--- src/rtl/serial_adder_seq.sv ---
// Bit-serial adder: accepts two WIDTH-bit operands plus carry-in, adds them LSB-first
// through a single full-adder slice with a registered carry, then offers the sum.
module serial_adder_seq #(
  parameter int WIDTH = 8
) (
  input  logic             clk,
  input  logic             rst_n,
  input  logic             ena,
  input  logic             in_valid,
  output logic             in_ready,
  input  logic [WIDTH-1:0] a_in,
  input  logic [WIDTH-1:0] b_in,
  input  logic             cin,
  output logic             out_valid,
  input  logic             out_ready,
  output logic [WIDTH-1:0] sum_out,
  output logic             cout,
  output logic             ser_bit,
  output logic             ser_valid
);

  localparam int CNT_W = (WIDTH > 1) ? $clog2(WIDTH) : 1;

  typedef enum logic [1:0] {IDLE, ADD, HOLD} state_t;

  state_t           state_q, state_d;
  logic [WIDTH-1:0] opa_q, opa_d;
  logic [WIDTH-1:0] opb_q, opb_d;
  logic [WIDTH-1:0] res_q, res_d;
  logic [WIDTH-1:0] sum_q, sum_d;
  logic [CNT_W-1:0] cnt_q, cnt_d;
  logic             carry_q, carry_d;
  logic             cout_q, cout_d;
  logic             out_valid_q, out_valid_d;
  logic             s_bit, c_bit;

  // Full-adder slice on the current LSBs.
  assign s_bit = opa_q[0] ^ opb_q[0] ^ carry_q;
  assign c_bit = (opa_q[0] & opb_q[0]) | (opa_q[0] & carry_q) | (opb_q[0] & carry_q);

  always_comb begin
    state_d     = state_q;
    opa_d       = opa_q;
    opb_d       = opb_q;
    res_d       = res_q;
    sum_d       = sum_q;
    cnt_d       = cnt_q;
    carry_d     = carry_q;
    cout_d      = cout_q;
    out_valid_d = out_valid_q;
    if (ena) begin
      case (state_q)
        IDLE: begin
          if (in_valid) begin
            opa_d   = a_in;
            opb_d   = b_in;
            carry_d = cin;
            cnt_d   = '0;
            state_d = ADD;
          end
        end
        ADD: begin
          opa_d   = opa_q >> 1;
          opb_d   = opb_q >> 1;
          res_d   = {s_bit, res_q[WIDTH-1:1]};
          carry_d = c_bit;
          cnt_d   = cnt_q + CNT_W'(1);
          if (cnt_q == CNT_W'(WIDTH - 1)) begin
            // Separate output register keeps the previous sum visible during the next add.
            sum_d       = res_d;
            cout_d      = c_bit;
            out_valid_d = 1'b1;
            cnt_d       = '0;
            state_d     = HOLD;
          end
        end
        HOLD: begin
          if (out_ready) begin
            out_valid_d = 1'b0;
            state_d     = IDLE;
          end
        end
        default: state_d = IDLE;
      endcase
    end
  end

  always_ff @(posedge clk or negedge rst_n) begin
    if (!rst_n) begin
      state_q     <= IDLE;
      opa_q       <= '0;
      opb_q       <= '0;
      res_q       <= '0;
      sum_q       <= '0;
      cnt_q       <= '0;
      carry_q     <= 1'b0;
      cout_q      <= 1'b0;
      out_valid_q <= 1'b0;
    end else begin
      state_q     <= state_d;
      opa_q       <= opa_d;
      opb_q       <= opb_d;
      res_q       <= res_d;
      sum_q       <= sum_d;
      cnt_q       <= cnt_d;
      carry_q     <= carry_d;
      cout_q      <= cout_d;
      out_valid_q <= out_valid_d;
    end
  end

  assign in_ready  = rst_n & ena & (state_q == IDLE);
  assign ser_valid = ena & (state_q == ADD);
  assign ser_bit   = (state_q == ADD) & s_bit;
  assign out_valid = out_valid_q;
  assign sum_out   = sum_q;
  assign cout      = cout_q;

endmodule
--- config.mk ---
export PLATFORM = sky130hd
export DESIGN_NAME = serial_adder_seq
export DESIGN_NICKNAME = d
export VERILOG_FILES = /design/src/rtl/serial_adder_seq.sv
export SDC_FILE = /design/constraint.sdc
export NUM_CORES = 1
export LEC_CHECK = 0
export ABC_AREA = 1
export BUFFER_PORTS_ARGS = -buffer_cell sky130_fd_sc_hd__buf_4
export CAP_MARGIN = 0
export CORE_UTILIZATION = 54
export CTS_BUF_LIST = sky130_fd_sc_hd__clkbuf_8 sky130_fd_sc_hd__clkbuf_16
export CTS_CLUSTER_SIZE = 25
export DETAILED_ROUTE_END_ITERATION = 12
export GPL_ROUTABILITY_DRIVEN = 0
export PLACE_DENSITY_LB_ADDON = 0.25
export SLEW_MARGIN = 40
export SYNTH_ARGS = -nofsm -noshare
export SYNTH_HDL_FRONTEND = slang
export SYNTH_SLANG_ARGS = --single-unit
--- constraint.sdc ---
create_clock -name clk -period 1.86 [get_ports clk]
set_clock_uncertainty 0.2 [all_clocks]
set_input_delay 0.372 -clock clk [delete_from_list [all_inputs] [get_ports clk]]
set_output_delay 0.372 -clock clk [all_outputs]
set_load 0.02 [all_outputs]
==> key figures, run 1 <==
Worst setup path
  – RR Startpoint: opa_q[0]
  – CP max FO: 2
  – Crit path largest cell delay: approximately 0.58 ns
  – Critical setup path kind: register to primary output
  – Flop2flop setup slack: approximately 0.08 ns
  – CP endpoint kind: primary output
  – Critical Path RT: approximately 1.3 ns
  – Arr. time, crit path: approximately 1.5 ns
  – CP cell instances: fa_1, inv_2, nor2_1, buf_4
  – R2R Path End: sum_out[7]
  – R2R depth: 6
  – Critical Path Slowest Stage Cell: fa_1
  – Crit start category: register

Job
  – Max Cap Viol: 0

STA
  – Final hold viol count: 0
  – Tmin final: between 2 and 2.5 ns
  – Setup tns final: -0.255 ns
  – Slew Limit Fails: 0
  – Unrepaired setup endpoints after global routing: yes
  – Max-slew headroom: 0.683
  – Slew @ Worst Pin: roughly 0.48 ns
  – Final setup violating endpoints: 1
  – Max Clk Rate: between 400 and 500 MHz
  – Final Worst Setup Slack: -0.255 ns
  – Hold_ws: approximately 0.12 ns
  – Tcrit/Tclk final: 1.14

Hold path
  – WHS Endpoint: opb_q[7]
  – Worst min-delay path startpoint: b_in[7]
  – Worst hold stages: 3
  – Hold/Removal Path Class: input pin to register

Place
  – Port bufs: 34
  – Placed Cells: approximately 290
  – Placed Area: 2130 sq um
  – DP Wirelength: 2.22 mm
  – Dpl ws: just under 0.008 ns

Die
  – Core Box Area: ~3100 sq um
  – Die area: approximately 3600 sq um
  – Initial core utilization: 0.587
  – Die W: just over 60 um
  – Die height: 60.3 um
  – FP Rows: 20
  – Num ports: 35

Pwr
  – Worst vdd ir: 1.01 mV
  – Power Dens Cells: around 1300 nW/um^2
  – Pleak: 0.00119 uW

Status
  – Outcome: finished, violations left
  – Failing checks: setup timing

Clock tree
  – TritonCTS Buffers: 5
  – H-tree Lvls: 2
  – Clock Latency Late Sink: 0.28 ns
  – Clk slew on worst S/H paths: ~0.07 ns
  – Clock Sinks: 39
  – CTS Buffer Depth: 2
  – Root Buffer: clkbuf_8
  – CTS tree: built

Layout
  – Diodes inserted: 0
  – Fin nets: approximately 280
  – Most common cell after layout, fill and taps aside: nand2_1
  – Final std cells w/o fill: 300
  – Area delta synth->final: 23.0%
  – Fraction of layout cells with a size suffix above 1: 0.254
  – Most frequent cells in the layout: 69 x nand2_1, 43 x buf_4, 39 x dfrtp_1
  – Design area: roughly 2300 sq um

Route
  – Vias: 1449
  – Initial DRC Count: 79
  – WL per Instance: between 10 and 15 um
  – Via density: roughly 4.8
  – Detail Route Antenna Nets: 0
  – WL final: between 3 and 4 mm
  – DRC errors left: 0
  – DR pass1 iterations: 5

Synth
  – Synthesized area: ~1800 sq um
  – Netlist cell types: 20
  – Share of the synthesized area in the top cell type: 0.531
  – Sequential share of the synthesized area: 0.531
  – Synth Instances: approximately 210
  – Mapped Nets: 239
  – Yosys top cell by area: dfrtp_1
  – Synth top area cells: dfrtp_1 53%, nand2_1 14%, o21ai_0 10%
  – Synthesis-stage register bit count: 39
  – Synth Warn #: 0
  – Syn_area_per_cell: approximately 8.6 sq um

GRT
  – Tot GR Track Use: 0.212
  – Global-route wire length before repair: about 5.4 mm
  – Initial antenna violation count: 0
  – Largest net degree at the start of global routing: 40
  – Vias in the first global route: 1282
  – GR Overflow Total: 0
## synthesized netlist by cell type
library cell / instances
a21oi_4: 1
buf_2: 1
buf_4: 5
buf_6: 1
clkbuf_2: 1
dfrtp_1: 39
fa_1: 1
ha_1: 3
inv_1: 27
inv_2: 2
nand2_1: 69
nand2_2: 1
nand2_4: 1
nand3_1: 6
nand3b_1: 1
nand4_1: 1
nor2_1: 5
nor2_4: 1
o21ai_0: 38
o21ai_2: 9
## area by class of cell
cell class / count / area (sq um)
Tap cell: 44 / 55.1
Sequential cell: 39 / 976
Clock inverter: 1 / 3.75
Timing Repair Buffer: 45 / 353
Clock buffer: 5 / 68.8
Multi-Input combinational cell: 137 / 693
Fill cell: 254 / 870
Inverter: 29 / 109
## how the worst max path moves through the flow
stage | to | cells past startpoint | slack [ns] | from
6_report | ser_bit | 4 | -0.26 | opa_q[0]
5_1_grt | ser_bit | 4 | -0.33 | opa_q[0]
4_1_cts | ser_bit | 4 | -0.29 | carry_q
3_5_place_dp | ser_bit | 4 | 0.008 | opa_q[0]
3_3_place_gp | ser_bit | 4 | 0.04 | opa_q[0]
2_1_floorplan | ser_bit | 3 | 0.004 | opa_q[0]
## where the power goes
group / switching, uW / leakage, uW / internal (uW)
registers: 130 / 0.000512 / 1130
logic: 689 / 0.000636 / 497
clock network: 260 / 0.0000413 / 244
total: 1080 / 0.00119 / 1870
## layer usage
metal / up-vias / routed length [um] / GRT usage / part of all wire
met5: - / 0 / 0 / 0
met4: 0 / 79 / 0.136 / 0.024
met3: 7 / 96 / 0.0455 / 0.029
met2: 28 / 1580 / 0.333 / 0.48
met1: 660 / 1540 / 0.265 / 0.47
li1: 754 / - / - / -
## critical path: cells and delay by family, from the launching register on
family                     cells  cell delay, ns
buffers and inverters          2            0.20
adders and majority gates      1            0.58
and+or+nand+nor                1            0.09
DFF                            1            0.40
## registers in the layout, summed over array words and instances (netlist names)
name / flops
out_valid: 1
res_q: 7
carry_q: 1
opb_q: 8
cnt_q: 3
state_q: 2
opa_q: 8
sum_out: 8
cout: 1
## per-stage QoR
| stage | total power (uW) | util |
|---|---|---|
| 6_report | 2950 | 0.722 |
| 4_1_cts | 2940 | 0.717 |
| 3_5_place_dp | 2280 | 0.681 |
| 2_1_floorplan | 2010 | - |
| 3_3_place_gp | 2230 | 0.681 |
| 5_1_grt | 3210 | 0.722 |
## cell families after synthesis
| kind of cell | count (synthesis) | share of synthesized area |
|---|---|---|
| simple gates | 85 | 0.191 |
| compound gates | 48 | 0.155 |
| flops | 39 | 0.531 |
| buf+inv | 37 | 0.0913 |
| fa+ha+maj | 4 | 0.0313 |
## what timing repair did
action,in CTS,in global routing
buffers inserted,4,2
hold buffers,1,0
gates resized for setup,1,0
setup endpoints to repair,2,2
hold endpoints to repair,39,0
pin swaps,3,2
Note: power is estimated with default switching activity, not from simulation.
==> run 2: changes to the inputs <==
Settings changed: PLACE_DENSITY set to 0.78, PLACE_DENSITY_LB_ADDON 0.25 to unset.
==> run 2 against run 1 <==
The run still ends with setup timing left. First-iteration DRC count shrank 16%. Critical endpoint unchanged. Combinational power is essentially flat. Flip-flop and latch count is the same.
==> key figures, run 2 (same netlist as run 1, synthesis figures left out) <==
Hold path
  – Hold/Removal Path Class: input pin to register
  – Worst min-delay path startpoint: a_in[7]
  – WHS Endpoint: opa_q[7]
  – Worst hold stages: 3

GRT
  – Initial antenna violation count: 0
  – Tot GR Track Use: 0.214
  – Vias in the first global route: 1264
  – Largest net degree at the start of global routing: 40
  – Global-route wire length before repair: ~5.5 mm
  – GR Overflow Total: 0

Worst setup path
  – R2R depth: 5
  – Critical Path RT: 1.29 ns
  – CP max FO: 2
  – R2R Path End: sum_out[7]
  – Arr. time, crit path: 1.55 ns
  – Crit start category: register
  – Critical setup path kind: register to primary output
  – Critical path origin: carry_q
  – RR Startpoint: carry_q
  – Flop2flop setup slack: ~0.21 ns
  – CP endpoint kind: primary output

Place
  – Port bufs: 34
  – DP Wirelength: between 2 and 2.5 mm

Layout
  – Most frequent cells in the layout: 69 x nand2_1, 42 x buf_4, 39 x dfrtp_1
  – Finished Core Util: 0.724
  – Fraction of layout cells with a size suffix above 1: 0.262
  – Fin nets: 282
  – Area delta synth->final: 23.3%
  – Most common cell after layout, fill and taps aside: nand2_1
  – Fill cells: between 200 and 250
  – Diodes inserted: 0

Route
  – WL per Instance: ~11 um
  – WL final: about 3.4 mm
  – Vias: around 1500
  – Via density: just under 5
  – Detail Route Antenna Nets: 0
  – DRC errors left: 0
  – Initial DRC Count: between 60 and 70
  – DR pass1 iterations: 4

STA
  – Slew Limit Fails: 0
  – Max Clk Rate: approximately 470 MHz
  – Final hold viol count: 0
  – Setup tns final: -0.259 ns
  – Final setup violating endpoints: 1
  – Max-slew headroom: 0.677
  – Tcrit/Tclk final: 1.14
  – Hold_ws: between 0.1 and 0.15 ns
  – Tmin final: about 2.1 ns
  – Slew @ Worst Pin: between 0.4 and 0.5 ns
  – Final Worst Setup Slack: -0.259 ns
  – Unrepaired setup endpoints after global routing: yes

Die
  – Num ports: 35
  – Die area: 3640 sq um
  – Die height: approximately 60 um
  – Initial core utilization: 0.587
  – Core Box Area: 3130 sq um
  – Die W: slightly above 60 um
  – FP Rows: 20

Pwr
  – Worst vdd ir: around 1.0 mV
  – Pleak: between 0.001 and 0.0015 uW
  – Switching power: between 1000 and 1500 uW
  – Logic pwr share: 0.391
  – Switch share: 0.369
  – Pwr Total: roughly 3000 uW
  – Power Dens Cells: between 1000 and 1500 nW/um^2
  – Sequential fraction of design power: 0.419
  – Clock Power Share: 0.190
  – Internal Power: 1900 uW

Clock tree
  – H-tree Lvls: 2
  – CTS Buffer Depth: 2
  – Clock Sinks: 39
  – TritonCTS Buffers: 5
  – CTS tree: built
  – Clock Latency Late Sink: 0.29 ns
  – Clk slew on worst S/H paths: about 0.070 ns
  – Root Buffer: clkbuf_8

Status
  – Failing checks: setup timing
  – Outcome: finished, violations left

Job
  – Max Cap Viol: 0
[run 2: metrics by stage]
stage	area [sq um]	setup slack, ns	cells
floorplan	1840	0.00385	213
global placement	2140	0.0434	290
detailed placement	2140	0.0336	290
CTS	2240	-0.281	298
global route	2260	-0.313	300
finish	2260	-0.259	300
[run 2: layout make-up]
cell class                 count  area, sq um  area share
clock buffer                   6         82.6      0.0365
clock inverter                 1         5.00     0.00221
inverter                      29          109      0.0481
multi-input combinational    137          701       0.309
sequential                    39          976       0.431
tap                           44         55.1      0.0243
timing repair buffer          44          337       0.149
[run 2: what timing repair did]
action / 4_1_cts / 5_1_grt
hold buffers: 1 / 0
pin swaps: 1 / 3
setup endpoints to repair: 1 / 3
endpoints found under the hold margin: 39 / 0
gates resized for setup: 0 / 4
buffers inserted: 0 / 2
[run 2: metal layers]
layer / vias up / wire length (um) / global-route usage
li1: 748 / - / -
met1: 685 / 1610 / 0.296
met2: 24 / 1610 / 0.312
met3: 6 / 123 / 0.0649
met4: 0 / 63 / 0.0897
met5: - / 0 / 0
[run 2: worst max-delay path: stages (launching register included)]
cell,delay (ns)
dfrtp_1,0.40
fa_1,0.57
inv_2,0.06
nor2_4,0.11
buf_6,0.12
[run 2: how the worst max path moves through the flow]
| stage | depth (start not counted) | endpoint |
|---|---|---|
| after global routing | 4 | ser_bit |
| final | 4 | ser_bit |
| after CTS | 4 | ser_bit |
| after detailed placement | 4 | ser_bit |
| after global placement | 4 | ser_bit |
| after floorplan | 3 | ser_bit |
[run 2: power by group through the flow]
stage / registers, uW / clock network, uW / logic (uW)
after floorplan: 1250 / 0 / 756
after global placement: 1260 / 0 / 1020
after detailed placement: 1280 / 0 / 1060
after CTS: 1260 / 585 / 1070
after global routing: 1300 / 616 / 1340
final: 1260 / 571 / 1180
==> run 3: changes to the inputs <==
Settings changed: CORE_UTILIZATION 54 to 35, CTS_CLUSTER_DIAMETER set to 30, PLACE_DENSITY 0.78 to unset.
==> run 3 against run 2 <==
The run still ends with setup timing left. Clock-buffer cell count grew 1. First-iteration DRC count increased by 33%. Worst setup slack improved by 0.028 ns. Global-route usage is 6.7 points lower. Cell area grew 3.1%. Core utilization fell by 26 points. Register-to-register slack improved by 0.12 ns. Routed wire length shrank 2.6%. Largest cell class unchanged. Highest routed layer unchanged.
==> key figures, run 3 (same netlist as run 1, synthesis figures left out) <==
Status
  – Outcome: finished, violations left
  – Failing checks: setup timing

Worst setup path
  – Flop2flop setup slack: around 0.33 ns
  – CP max FO: 2
  – Crit start category: register
  – R2R Path End: sum_out[7]
  – RR Startpoint: opa_q[0]
  – Critical Path RT: 1.29 ns
  – CP cell instances: fa_1, inv_2, nor2_2, buf_4
  – CP Capture Point: ser_bit
  – Critical Path Slowest Stage Cell: fa_1
  – Crit path largest cell delay: between 0.5 and 0.6 ns
  – Critical path origin: opa_q[0]
  – Arr. time, crit path: approximately 1.5 ns
  – CP endpoint kind: primary output
  – Critical setup path kind: register to primary output
  – R2R depth: 4

Pwr
  – Pleak: 0.00121 uW
  – Power Dens Cells: approximately 1300 nW/um^2
  – Worst vdd ir: 0.523 mV

STA
  – Max-slew headroom: 0.674
  – Unrepaired setup endpoints after global routing: yes
  – Max Clk Rate: roughly 480 MHz
  – Tmin final: 2.09 ns
  – Tcrit/Tclk final: 1.12
  – Final Worst Setup Slack: -0.231 ns
  – Final hold viol count: 0
  – Final setup violating endpoints: 1
  – Slew Limit Fails: 0
  – Slew @ Worst Pin: approximately 0.5 ns

Route
  – DR pass1 iterations: 4
  – Detail Route Antenna Nets: 0
  – WL per Instance: 10.1 um
  – Vias: 1450
  – WL final: between 3 and 4 mm
  – Initial DRC Count: 88
  – DRC errors left: 0
  – Via density: roughly 4.4

Die
  – Die W: around 74 um
  – FP Rows: 26
  – Initial core utilization: 0.362
  – Num ports: 35
  – Core Box Area: just over 5000 sq um
  – Die area: 5540 sq um
  – Die height: about 74 um

Clock tree
  – H-tree Lvls: 2
  – CTS tree: built
  – Clock Latency Late Sink: a little under 0.3 ns
  – CTS Buffer Depth: 2
  – TritonCTS Buffers: 5
  – Clock Sinks: 39
  – Clk slew on worst S/H paths: about 0.07 ns
  – Root Buffer: clkbuf_8

GRT
  – GR Overflow Total: 0
  – Vias in the first global route: around 1400
  – Initial antenna violation count: 0
  – Tot GR Track Use: 0.146
  – Global-route wire length before repair: about 6.0 mm
  – Largest net degree at the start of global routing: 40

Place
  – DP Wirelength: 2.30 mm
  – Placed Cells: ~320
  – Dpl ws: roughly 0.026 ns
  – Port bufs: 34

Layout
  – Fin nets: roughly 290
  – Finished Core Util: 0.460
  – Diodes inserted: 0
  – Final std cells w/o fill: 330
  – Fraction of layout cells with a size suffix above 1: 0.269
  – Most common cell after layout, fill and taps aside: nand2_1
  – Area delta synth->final: 27.2%
  – Most frequent cells in the layout: 69 x nand2_1, 45 x buf_4, 39 x dfrtp_1

Hold path
  – Hold/Removal Path Class: input pin to register

Job
  – Max Cap Viol: 0
run 3: worst max-delay path: cells and delay by family, from the launching register on:
kind / cells / cell delay (ns)
buffers and inverters: 2 / 0.19
flip-flops: 1 / 0.40
AND/OR/NAND/NOR: 1 / 0.07
adder cells (fa/ha/maj): 1 / 0.57
run 3: timing repair:
item,in CTS,in global routing
endpoints found under the hold margin,39,0
buffers inserted,1,5
gates resized for setup,1,1
hold buffers,1,0
cloned,0,0
pin swaps,2,2
endpoints found under the setup margin,1,3
run 3: how the worst min path moves through the flow:
stage               cells after the start       from         to
floorplan                               0      rst_n    carry_q
CTS                                     3    b_in[7]   opb_q[7]
global route                            3    a_in[7]   opa_q[7]
detailed placement                      2  out_valid  out_valid
finish                                  3    b_in[7]   opb_q[7]
global placement                        2  out_valid  out_valid
run 3: area by class of cell:
cell class | count | area, sq um
Fill cell | 525 | 2740
Sequential cell | 39 | 976
Multi-Input combinational cell | 137 | 696
Timing Repair Buffer | 47 | 368
Inverter | 29 | 109
Clock buffer | 7 | 96.3
Tap cell | 70 | 87.6
Clock inverter | 1 | 3.75
run 3: layer usage:
metal  up-vias  global-route usage  share of wire
li1        755                   -              -
met1       651               0.177           0.47
met2        35               0.229           0.45
met3         9              0.0583          0.057
met4         0              0.0671          0.026
met5         -                   0              0
run 3: stage by stage:
step | hold slack (ns) | setup TNS (ns) | power (uW) | instance area, sq um
detailed placement | 0.269 | 0 | 2300 | 2180
CTS | 0.108 | -0.265 | 2990 | 2300
global placement | 0.264 | 0 | 2280 | 2180
floorplan | -0.124 | 0 | 2010 | 1840
finish | 0.116 | -0.231 | 3020 | 2340
global route | 0.127 | -0.285 | 3310 | 2340
run 3: report_power, final:
group / switching, uW / internal, uW / leakage, uW
logic: 672 / 479 / 0.000645
clock network: 283 / 333 / 0.0000557
registers: 119 / 1130 / 0.000512
total: 1070 / 1940 / 0.00121
